[config.mk]
export PLATFORM = sky130hd
export DESIGN_NAME = wr_ctrl
export DESIGN_NICKNAME = d
export VERILOG_FILES = /design/src/rtl/reorder_pkg.sv /design/src/rtl/bank_tracker.sv /design/src/rtl/wr_ctrl.sv
export SDC_FILE = /design/constraint.sdc
export NUM_CORES = 1
export LEC_CHECK = 0
export CORE_MARGIN = 2
export CORE_UTILIZATION = 52
export DETAILED_ROUTE_END_ITERATION = 10
export PLACE_DENSITY_LB_ADDON = 0.08
export SYNTH_ARGS = -nofsm -noshare
export SYNTH_HDL_FRONTEND = slang
export SYNTH_SLANG_ARGS = --single-unit
[constraint.sdc]
create_clock -name clk -period 5.35 [get_ports clk]
set_clock_uncertainty 0.05 [all_clocks]
set_input_delay 0.535 -clock clk [delete_from_list [all_inputs] [get_ports clk]]
set_output_delay 0.535 -clock clk [all_outputs]
set_load 0.02 [all_outputs]
[src/rtl/reorder_pkg.sv]
// Types and defaults shared between the reorder buffer write and read sides.
package reorder_pkg;

    localparam int DEPTH_DEFAULT = 8;

    typedef enum logic [2:0] {
        WR0    = 3'b001,
        WR1    = 3'b010,
        WRWAIT = 3'b100
    } wr_state_t;

endpackage

[src/rtl/bank_tracker.sv]
// Per-bank fill bitmap and lock: completion when the last free slot is written,
// release when the reader drains the final entry.
module bank_tracker
    import reorder_pkg::*;
#(
    parameter  int DEPTH = DEPTH_DEFAULT,
    localparam int TAG_W = $clog2(DEPTH)
) (
    input  logic             clk,
    input  logic             rst_n,
    input  logic             set_en,
    input  logic [TAG_W-1:0] set_slot,
    input  logic             clr,
    output logic             slot_busy,
    output logic             complete,
    output logic             lock
);

    logic [DEPTH-1:0] bitmap;
    logic [DEPTH-1:0] slot_mask;
    logic [DEPTH-1:0] filled;

    assign slot_mask = {{(DEPTH-1){1'b0}}, 1'b1} << set_slot;
    assign filled    = bitmap | slot_mask;
    assign slot_busy = |(bitmap & slot_mask);
    assign complete  = set_en && (&filled);

    // Release wins over a write; the writer never targets a locked bank anyway.
    always_ff @(posedge clk) begin
        if (!rst_n) begin
            bitmap <= '0;
            lock   <= 1'b0;
        end else if (clr) begin
            bitmap <= '0;
            lock   <= 1'b0;
        end else if (set_en) begin
            bitmap <= filled;
            if (complete) begin
                lock <= 1'b1;
            end
        end
    end

endmodule

[src/rtl/wr_ctrl.sv]
// Two-bank reorder write controller with shared read pointer.
// Optional duplicate-tag detection is enabled by defining WR_DUP_CHECK_EN.
module wr_ctrl
    import reorder_pkg::*;
#(
    parameter  int DEPTH = DEPTH_DEFAULT,
    localparam int TAG_W = $clog2(DEPTH)
) (
    input  logic             clk,
    input  logic             rst_n,
    input  logic             in_vld,
    input  logic [TAG_W-1:0] in_tag,
    output logic             in_rdy,
    output logic             wr_en,
    output logic [TAG_W:0]   wr_addr,
    input  logic             mem0rd_st_decode,
    input  logic             mem1rd_st_decode,
    input  logic             rd_en,
    output logic [TAG_W:0]   rd_addr,
    output logic             rd_fire,
    output logic             mem0_lock,
    output logic             mem1_lock,
    output logic             mem0_empty,
    output logic             mem1_empty,
    output logic             err_dup
);

    wr_state_t        state;
    wr_state_t        state_nxt;
    logic             next_bank;
    logic             next_bank_nxt;
    logic             cur_bank;
    logic             cur_lock;
    logic             accept;
    logic             dup;
    logic             set0;
    logic             set1;
    logic             busy0;
    logic             busy1;
    logic             complete0;
    logic             complete1;
    logic             rel0;
    logic             rel1;
    logic             hit0;
    logic             hit1;
    logic             ptr_last;
    logic [TAG_W-1:0] rd_ptr;

    assign cur_bank = (state == WR1);
    assign cur_lock = cur_bank ? mem1_lock : mem0_lock;
    assign in_rdy   = rst_n && (state != WRWAIT) && !cur_lock;
    assign accept   = in_vld && in_rdy;
    assign wr_en    = accept && !dup;
    assign wr_addr  = {cur_bank, in_tag};
    assign set0     = wr_en && !cur_bank;
    assign set1     = wr_en && cur_bank;

`ifdef WR_DUP_CHECK_EN
    logic err_dup_q;

    // A duplicate is consumed but never written; the flag follows one cycle later.
    assign dup = accept && (cur_bank ? busy1 : busy0);

    always_ff @(posedge clk) begin
        if (!rst_n) begin
            err_dup_q <= 1'b0;
        end else begin
            err_dup_q <= dup;
        end
    end

    assign err_dup = err_dup_q;
`else
    logic unused_busy;

    assign dup         = 1'b0;
    assign err_dup     = 1'b0;
    assign unused_busy = busy0 ^ busy1;
`endif

    assign hit0       = mem0rd_st_decode && mem0_lock;
    assign hit1       = mem1rd_st_decode && mem1_lock;
    assign rd_fire    = rd_en && (hit0 || hit1);
    assign ptr_last   = (rd_ptr == TAG_W'(DEPTH - 1));
    assign rel0       = rd_en && hit0 && ptr_last;
    assign rel1       = rd_en && hit1 && ptr_last;
    assign rd_addr    = {mem1rd_st_decode, rd_ptr};
    assign mem0_empty = !mem0_lock;
    assign mem1_empty = !mem1_lock;

    bank_tracker #(.DEPTH(DEPTH)) u_bank0 (
        .clk      (clk),
        .rst_n    (rst_n),
        .set_en   (set0),
        .set_slot (in_tag),
        .clr      (rel0),
        .slot_busy(busy0),
        .complete (complete0),
        .lock     (mem0_lock)
    );

    bank_tracker #(.DEPTH(DEPTH)) u_bank1 (
        .clk      (clk),
        .rst_n    (rst_n),
        .set_en   (set1),
        .set_slot (in_tag),
        .clr      (rel1),
        .slot_busy(busy1),
        .complete (complete1),
        .lock     (mem1_lock)
    );

    // On completion, a bank releasing at the same edge counts as already free.
    always_comb begin
        state_nxt     = state;
        next_bank_nxt = next_bank;
        case (state)
            WR0: begin
                if (complete0) begin
                    next_bank_nxt = ~next_bank;
                    state_nxt     = (mem1_lock && !rel1) ? WRWAIT : WR1;
                end
            end
            WR1: begin
                if (complete1) begin
                    next_bank_nxt = ~next_bank;
                    state_nxt     = (mem0_lock && !rel0) ? WRWAIT : WR0;
                end
            end
            WRWAIT: begin
                if (!(next_bank ? mem1_lock : mem0_lock)) begin
                    state_nxt = next_bank ? WR1 : WR0;
                end
            end
            default: begin
                state_nxt     = WR0;
                next_bank_nxt = 1'b0;
            end
        endcase
    end

    always_ff @(posedge clk) begin
        if (!rst_n) begin
            state     <= WR0;
            next_bank <= 1'b0;
        end else begin
            state     <= state_nxt;
            next_bank <= next_bank_nxt;
        end
    end

    always_ff @(posedge clk) begin
        if (!rst_n) begin
            rd_ptr <= '0;
        end else if (rd_fire) begin
            rd_ptr <= rd_ptr + TAG_W'(1);
        end
    end

endmodule

==> results.json, run 1 <==
{
  "outcome": "finished, final reports clean",
  "clock_latency_ns": 0.32,
  "fin_tns_setup_ns": 0,
  "critPathBufInv": 2,
  "hpwlAfterDp_um": 2160,
  "ys_seq_area_share_pct": 37.3,
  "crit_path_max_fanout": 10,
  "drc": 0,
  "n_antenna_cell": 0,
  "async_reset_ff_share_pct": 0,
  "die_area_sq_um": 3000,
  "drt-vias-per-instance": 5.66,
  "cts_resized": 0,
  "power_density_nw_per_um2": 264,
  "globalRouteMet3Util_pct": 2.73,
  "critPathMaxStageDelay_ns": 0.60,
  "grt_max_degree": 15,
  "hold_buffers": 0,
  "slew_headroom_pct": 55.4,
  "grt_pass1_wl_um": 4480,
  "die_x_um": 54.8,
  "fin_nets": 197,
  "grtUsageMet1_pct": 25.3,
  "crit_arrival_ns": 2.32,
  "antenna_found_initial": 0,
  "root_buffer": "clkbuf_4",
  "vias": 1217,
  "drtPass1Iterations": 4,
  "post_drt_wl_per_cell_um": 13.6,
  "drive_gt1_share_pct": 5.41,
  "crit_type": "register to primary output",
  "cp-end-kind": "primary output",
  "portBuffers": 23,
  "r2r_slack_ns": 3.15,
  "gp_congestion": 0.758,
  "final_util_pct": 62.7,
  "hold_path_depth": 2,
  "fmax_mhz": 344,
  "drt-total-wl_um": 2920,
  "cp_top_family": "simple AND/OR/NAND/NOR gates",
  "rsz0062_at_grt": "no",
  "period_needed_ns": 2.91,
  "overflow": 0,
  "drv_slew": 0,
  "cts_max_level": 1,
  "synth_seq_cells": 25,
  "crit_required_ns": 4.76,
  "place_area_sq_um": 1510,
  "finalSetupViolations": 0,
  "synth-edff-count": 0,
  "hold_viol_final": 0,
  "grt_usage_pct": 20.9,
  "yosysWarningCount": 0,
  "p_leak_nw": 0.555,
  "hold_start": "u_bank1.bitmap[1]",
  "boundaryPins": 25,
  "grt_use_met2_pct": 37.7,
  "ys_types": 42,
  "numCtsBuffers": 3,
  "clk_path_buf_depth": 2,
  "cts_sinks": 25,
  "ff2ff_path_depth": 6,
  "hold_path_end": "u_bank1.bitmap[1]",
  "drtAntennaViolNets": 0,
  "num_rows": 18,
  "grt_pass1_vias": 1020,
  "die_height_um": 54.8,
  "startpoint_type": "register",
  "synthFlopType": "dfxtp_1",
  "irDropWorstVdd_mv": 0.155,
  "tritoncts": "built",
  "start_util_pct": 54.7,
  "syn_area_sq_um": 1340,
  "timing.rr.start": "state[1]",
  "top_usage_layer": "met2",
  "drtIter0Drc": 42,
  "post_cts_buffers": 0,
  "reg2reg_to": "next_bank",
  "crit_chain": "or4b_4 > o211ai_2 > nand3_1 > inv_1 > clkdlybuf4s50_1",
  "cp_slowest_cell": "clkdlybuf4s50_1",
  "clkTransAtPathRegs_ns": 0.13,
  "syn_avg_cell_area_sq_um": 7.81,
  "netlist_instances": 172,
  "areaGrowthSynthToFinish_pct": 14.7,
  "stdcell_area_sq_um": 1540,
  "max-cap-violations": 0,
  "fin_crit_sh_pct": 54.4,
  "tightest_slew_ns": 0.665,
  "coreArea_sq_um": 2450,
  "hold_path_class": "register to register",
  "synth.net_count": 183
}
registers in the layout, summed over array words and instances (netlist names):
signal	cells
u_bank1.lock	1
rd_ptr	3
state	3
u_bank1.bitmap	8
u_bank0.lock	1
u_bank0.bitmap	8
next_bank	1
synth_stat cells (all sizes together), types with 3 or more instances:
cell type / number / share of area (%)
inv: 6 / 1.7
a22oi: 4 / 2.2
a211oi: 3 / 2.0
a31oi: 3 / 1.4
nand2: 22 / 6.2
buf: 13 / 6.9
nor2: 26 / 7.5
and2: 3 / 1.4
nand3: 7 / 2.6
dfxtp: 25 / 37
nor3b: 3 / 1.7
a21oi: 16 / 6.0
o21ai: 11 / 4.1
cell families (layout without fill, tap and decap cells):
family / after synthesis / after routing / share of synthesized area [%]
buffers and inverters: 20 / 33 / 8.85
AO/OA/AOI/OAI: 46 / 46 / 21.9
multiplexers: 2 / 2 / 1.49
adder cells (fa/ha/maj): 2 / 2 / 1.86
AND/OR/NAND/NOR: 75 / 75 / 27.7
XOR/XNOR: 1 / 1 / 0.652
other: 1 / 1 / 0.279
flip-flops: 25 / 25 / 37.3
cells in the final DEF (no fill, tap or decap), types with 2 or more instances in the layout:
master | synthesis | routed
and2_1 | 3 | 3
a22oi_1 | 4 | 4
a211oi_1 | 2 | 2
mux2i_1 | 2 | 2
and3b_1 | 2 | 2
o21ai_0 | 9 | 9
nor2_1 | 25 | 25
a21boi_0 | 2 | 2
nand3_1 | 7 | 7
nor3b_1 | 3 | 3
a21oi_1 | 16 | 16
o21ai_1 | 2 | 2
ha_1 | 2 | 2
nand2_1 | 22 | 22
clkbuf_4 | 0 | 3
a32oi_1 | 2 | 2
a31oi_1 | 3 | 3
inv_1 | 6 | 6
nor3_1 | 2 | 2
clkdlybuf4s50_1 | 0 | 23
dfxtp_1 | 25 | 25
where the power goes:
group | internal (W) | switching [W] | leakage (nW)
logic | 0.0000478 | 0.0000623 | 0.338
registers | 0.000197 | 0.0000150 | 0.202
clock network | 0.0000292 | 0.0000548 | 0.0150
total | 0.000274 | 0.000132 | 0.555
layout make-up:
class / instances / area [sq um]
inverter: 6 / 22.5
tap: 30 / 37.5
timing repair buffer: 23 / 230
clock buffer: 4 / 26.3
sequential: 25 / 500
fill: 234 / 915
multi-input combinational: 127 / 723
worst reg2reg max path: cells and delay by family (launching register included):
kind	cells	cell delay [ns]
DFF	1	0.50
and+or+nand+nor	3	1.20
AOI/OAI and AO/OA	3	0.38
stage by stage:
| step | setup WS, ns | cells | hold slack (ns) | total power, W |
|---|---|---|---|---|
| 2_1_floorplan | 3.32 | 172 | 0.380 | 0.000302 |
| 3_3_place_gp | 2.56 | 211 | 0.399 | 0.000321 |
| 3_5_place_dp | 2.52 | 211 | 0.402 | 0.000325 |
| 4_1_cts | 2.46 | 215 | 0.433 | 0.000406 |
| 5_1_grt | 2.34 | 215 | 0.465 | 0.000425 |
| 6_report | 2.44 | 215 | 0.430 | 0.000406 |
worst max path at each step:
| stage | cells after the start | slack (ns) | to | from |
|---|---|---|---|---|
| finish | 5 | 2.44 | wr_en | state[1] |
| global route | 5 | 2.34 | wr_en | state[1] |
| detailed placement | 7 | 2.52 | next_bank | in_tag[2] |
| CTS | 5 | 2.46 | wr_en | state[1] |
| floorplan | 7 | 3.32 | state[1] | rd_ptr[0] |
| global placement | 4 | 2.56 | wr_en | rst_n |
routing by layer:
metal	share of wire (%)	vias up
li1	-	624
met1	45	554
met2	49	37
met3	4.9	2
met4	0.62	0
met5	0	-
Power figures use the tool's default switching activity.
==> inputs of run 2 (changes only) <==
- CORE_UTILIZATION: 52 -> 46
- clock period: 5.35 -> 2.45 ns (I/O delays scaled with it)
==> run 2 against run 1 <==
Effect of this change: first-iteration DRC count grew 40%; critical path depth up 1; worst setup slack got worse by 2.1 ns; utilization decreased by 4.2 points; flip-flop and latch count unchanged; cell count increased by 4.7%; design area up 4.9%; register-to-register slack worse by 2.8 ns; combinational power is 130% higher; via count increased by 3.2%; global-route usage fell by 1.6 points; worst hold slack hardly changed; largest cell class unchanged; largest power group unchanged; highest routed layer unchanged.
==> results.json, run 2 (synthesized netlist as in run 1, its figures left out) <==
{
  "drt-vias-per-instance": 5.58,
  "gp_congestion": 0.855,
  "grtUsageMet1_pct": 24.6,
  "fin_crit_sh_pct": 86.4,
  "crit_arrival_ns": 1.82,
  "hpwlAfterDp_um": 2260,
  "cp-end-kind": "primary output",
  "grt_usage_pct": 19.3,
  "num_rows": 19,
  "drc": 0,
  "irDropWorstVdd_mv": 0.382,
  "die_height_um": 58.0,
  "numCtsBuffers": 3,
  "crit_path_max_fanout": 9,
  "finalSetupViolations": 0,
  "post_drt_wl_per_cell_um": 13.0,
  "hold_path_class": "register to register",
  "drt-total-wl_um": 2920,
  "largestRegisters": "u_bank0.bitmap x8, u_bank1.bitmap x8",
  "n_antenna_cell": 0,
  "top_usage_layer": "met2",
  "clkTransAtPathRegs_ns": 0.13,
  "final_util_pct": 58.6,
  "drtAntennaViolNets": 0,
  "rsz0062_at_grt": "no",
  "fin_tns_setup_ns": 0,
  "die_x_um": 58.0,
  "root_buffer": "clkbuf_4",
  "overflow": 0,
  "drv_slew": 0,
  "dp_cells": 221,
  "grt_pass1_vias": 1202,
  "grt_max_degree": 14,
  "boundaryPins": 25,
  "tritoncts": "built",
  "fin_nets": 206,
  "coreArea_sq_um": 2760,
  "clk_path_buf_depth": 2,
  "grt_use_met2_pct": 33.1,
  "start_util_pct": 48.7,
  "vias": 1256,
  "cts_sinks": 25,
  "drive_gt1_share_pct": 10.3,
  "clock_latency_ns": 0.31,
  "max-cap-violations": 0,
  "tightest_slew_ns": 0.680,
  "period_needed_ns": 2.12,
  "multiInputGateArea_sq_um": 723,
  "fmax_mhz": 472,
  "globalRouteMet3Util_pct": 2.23,
  "layout.cells.non_filler": 225,
  "fillers": 258,
  "die_area_sq_um": 3370,
  "outcome": "finished, final reports clean",
  "crit_type": "register to primary output",
  "slew_headroom_pct": 54.3,
  "hold_viol_final": 0,
  "mostFrequentLayoutCell": "nor2_1",
  "regArea_sq_um": 502,
  "portBuffers": 23,
  "startpoint_type": "register",
  "power_density_nw_per_um2": 553,
  "drtIter0Drc": 59,
  "crit_required_ns": 2.15,
  "mostFrequentLayoutCells": "25 x nor2_1, 24 x dfxtp_1, 22 x nand2_1",
  "antenna_found_initial": 0,
  "grt_pass1_wl_um": 5100,
  "p_leak_nw": 0.625,
  "areaGrowthSynthToFinish_pct": 20.3,
  "drtPass1Iterations": 4,
  "hold_buffers": 0,
  "cts_max_level": 1
}
[run 2: cell count changes in the layout (fill, tap and decap cells not counted), sizes merged]
cell | before | now
buf | 0 | 9
dlymetal6s2s | 0 | 2
clkdlybuf4s50 | 23 | 21
[run 2: routing by layer]
metal | vias to the layer above | wire length, um
met5 | - | 0
met4 | 0 | 34
met3 | 4 | 84
met2 | 19 | 1410
met1 | 594 | 1380
li1 | 639 | -
[run 2: worst paths after layout]
check / end / depth (start not counted) / from / slack (ns)
hold / removal: u_bank0.bitmap[1] / 2 / u_bank0.bitmap[1] / 0.43
hold reg to reg: u_bank0.bitmap[1] / 2 / u_bank0.bitmap[1] / 0.43
setup reg to reg: state[1] / 7 / rd_ptr[0] / 0.38
setup / recovery: rd_fire / 6 / u_bank0.lock / 0.33
[run 2: layout make-up]
| type | instances | share of cell area [%] |
|---|---|---|
| multi-input cells | 127 | 44.8 |
| repair buffers | 32 | 18.7 |
| clock buffers | 4 | 1.63 |
| inverters | 6 | 1.39 |
| flip-flops and latches | 25 | 31.1 |
| well taps | 31 | 2.40 |
[run 2: what timing repair did]
item / in CTS / in global routing
buffers inserted: 0 / 0
gates resized for setup: 1 / 2
hold endpoints to repair: 0 / 0
endpoints found under the setup margin: 2 / 2
[run 2: report_power, final]
part | internal, W | switching (W) | leakage (nW)
Combinational | 0.000112 | 0.000136 | 0.408
Clock | 0.0000636 | 0.000117 | 0.0150
Sequential | 0.000432 | 0.0000333 | 0.203
[run 2: through the flow]
stage	area (sq um)	worst slack (ns)	power [W]	hold WS, ns
after floorplan	1340	0.421	0.000659	0.380
after global placement	1580	0.123	0.000711	0.398
after detailed placement	1580	0.0551	0.000719	0.398
after CTS	1610	0.0164	0.000902	0.432
after global routing	1620	0.181	0.000951	0.452
final	1620	0.333	0.000894	0.429
[run 2: worst max-delay path, cell delays in order (launching register included)]
cell and delay, ns:
dfxtp_1 0.36, buf_4 0.18, nand2_1 0.08, nand2_1 0.06, nand2_1 0.11, inv_1 0.11, clkdlybuf4s50_1 0.61
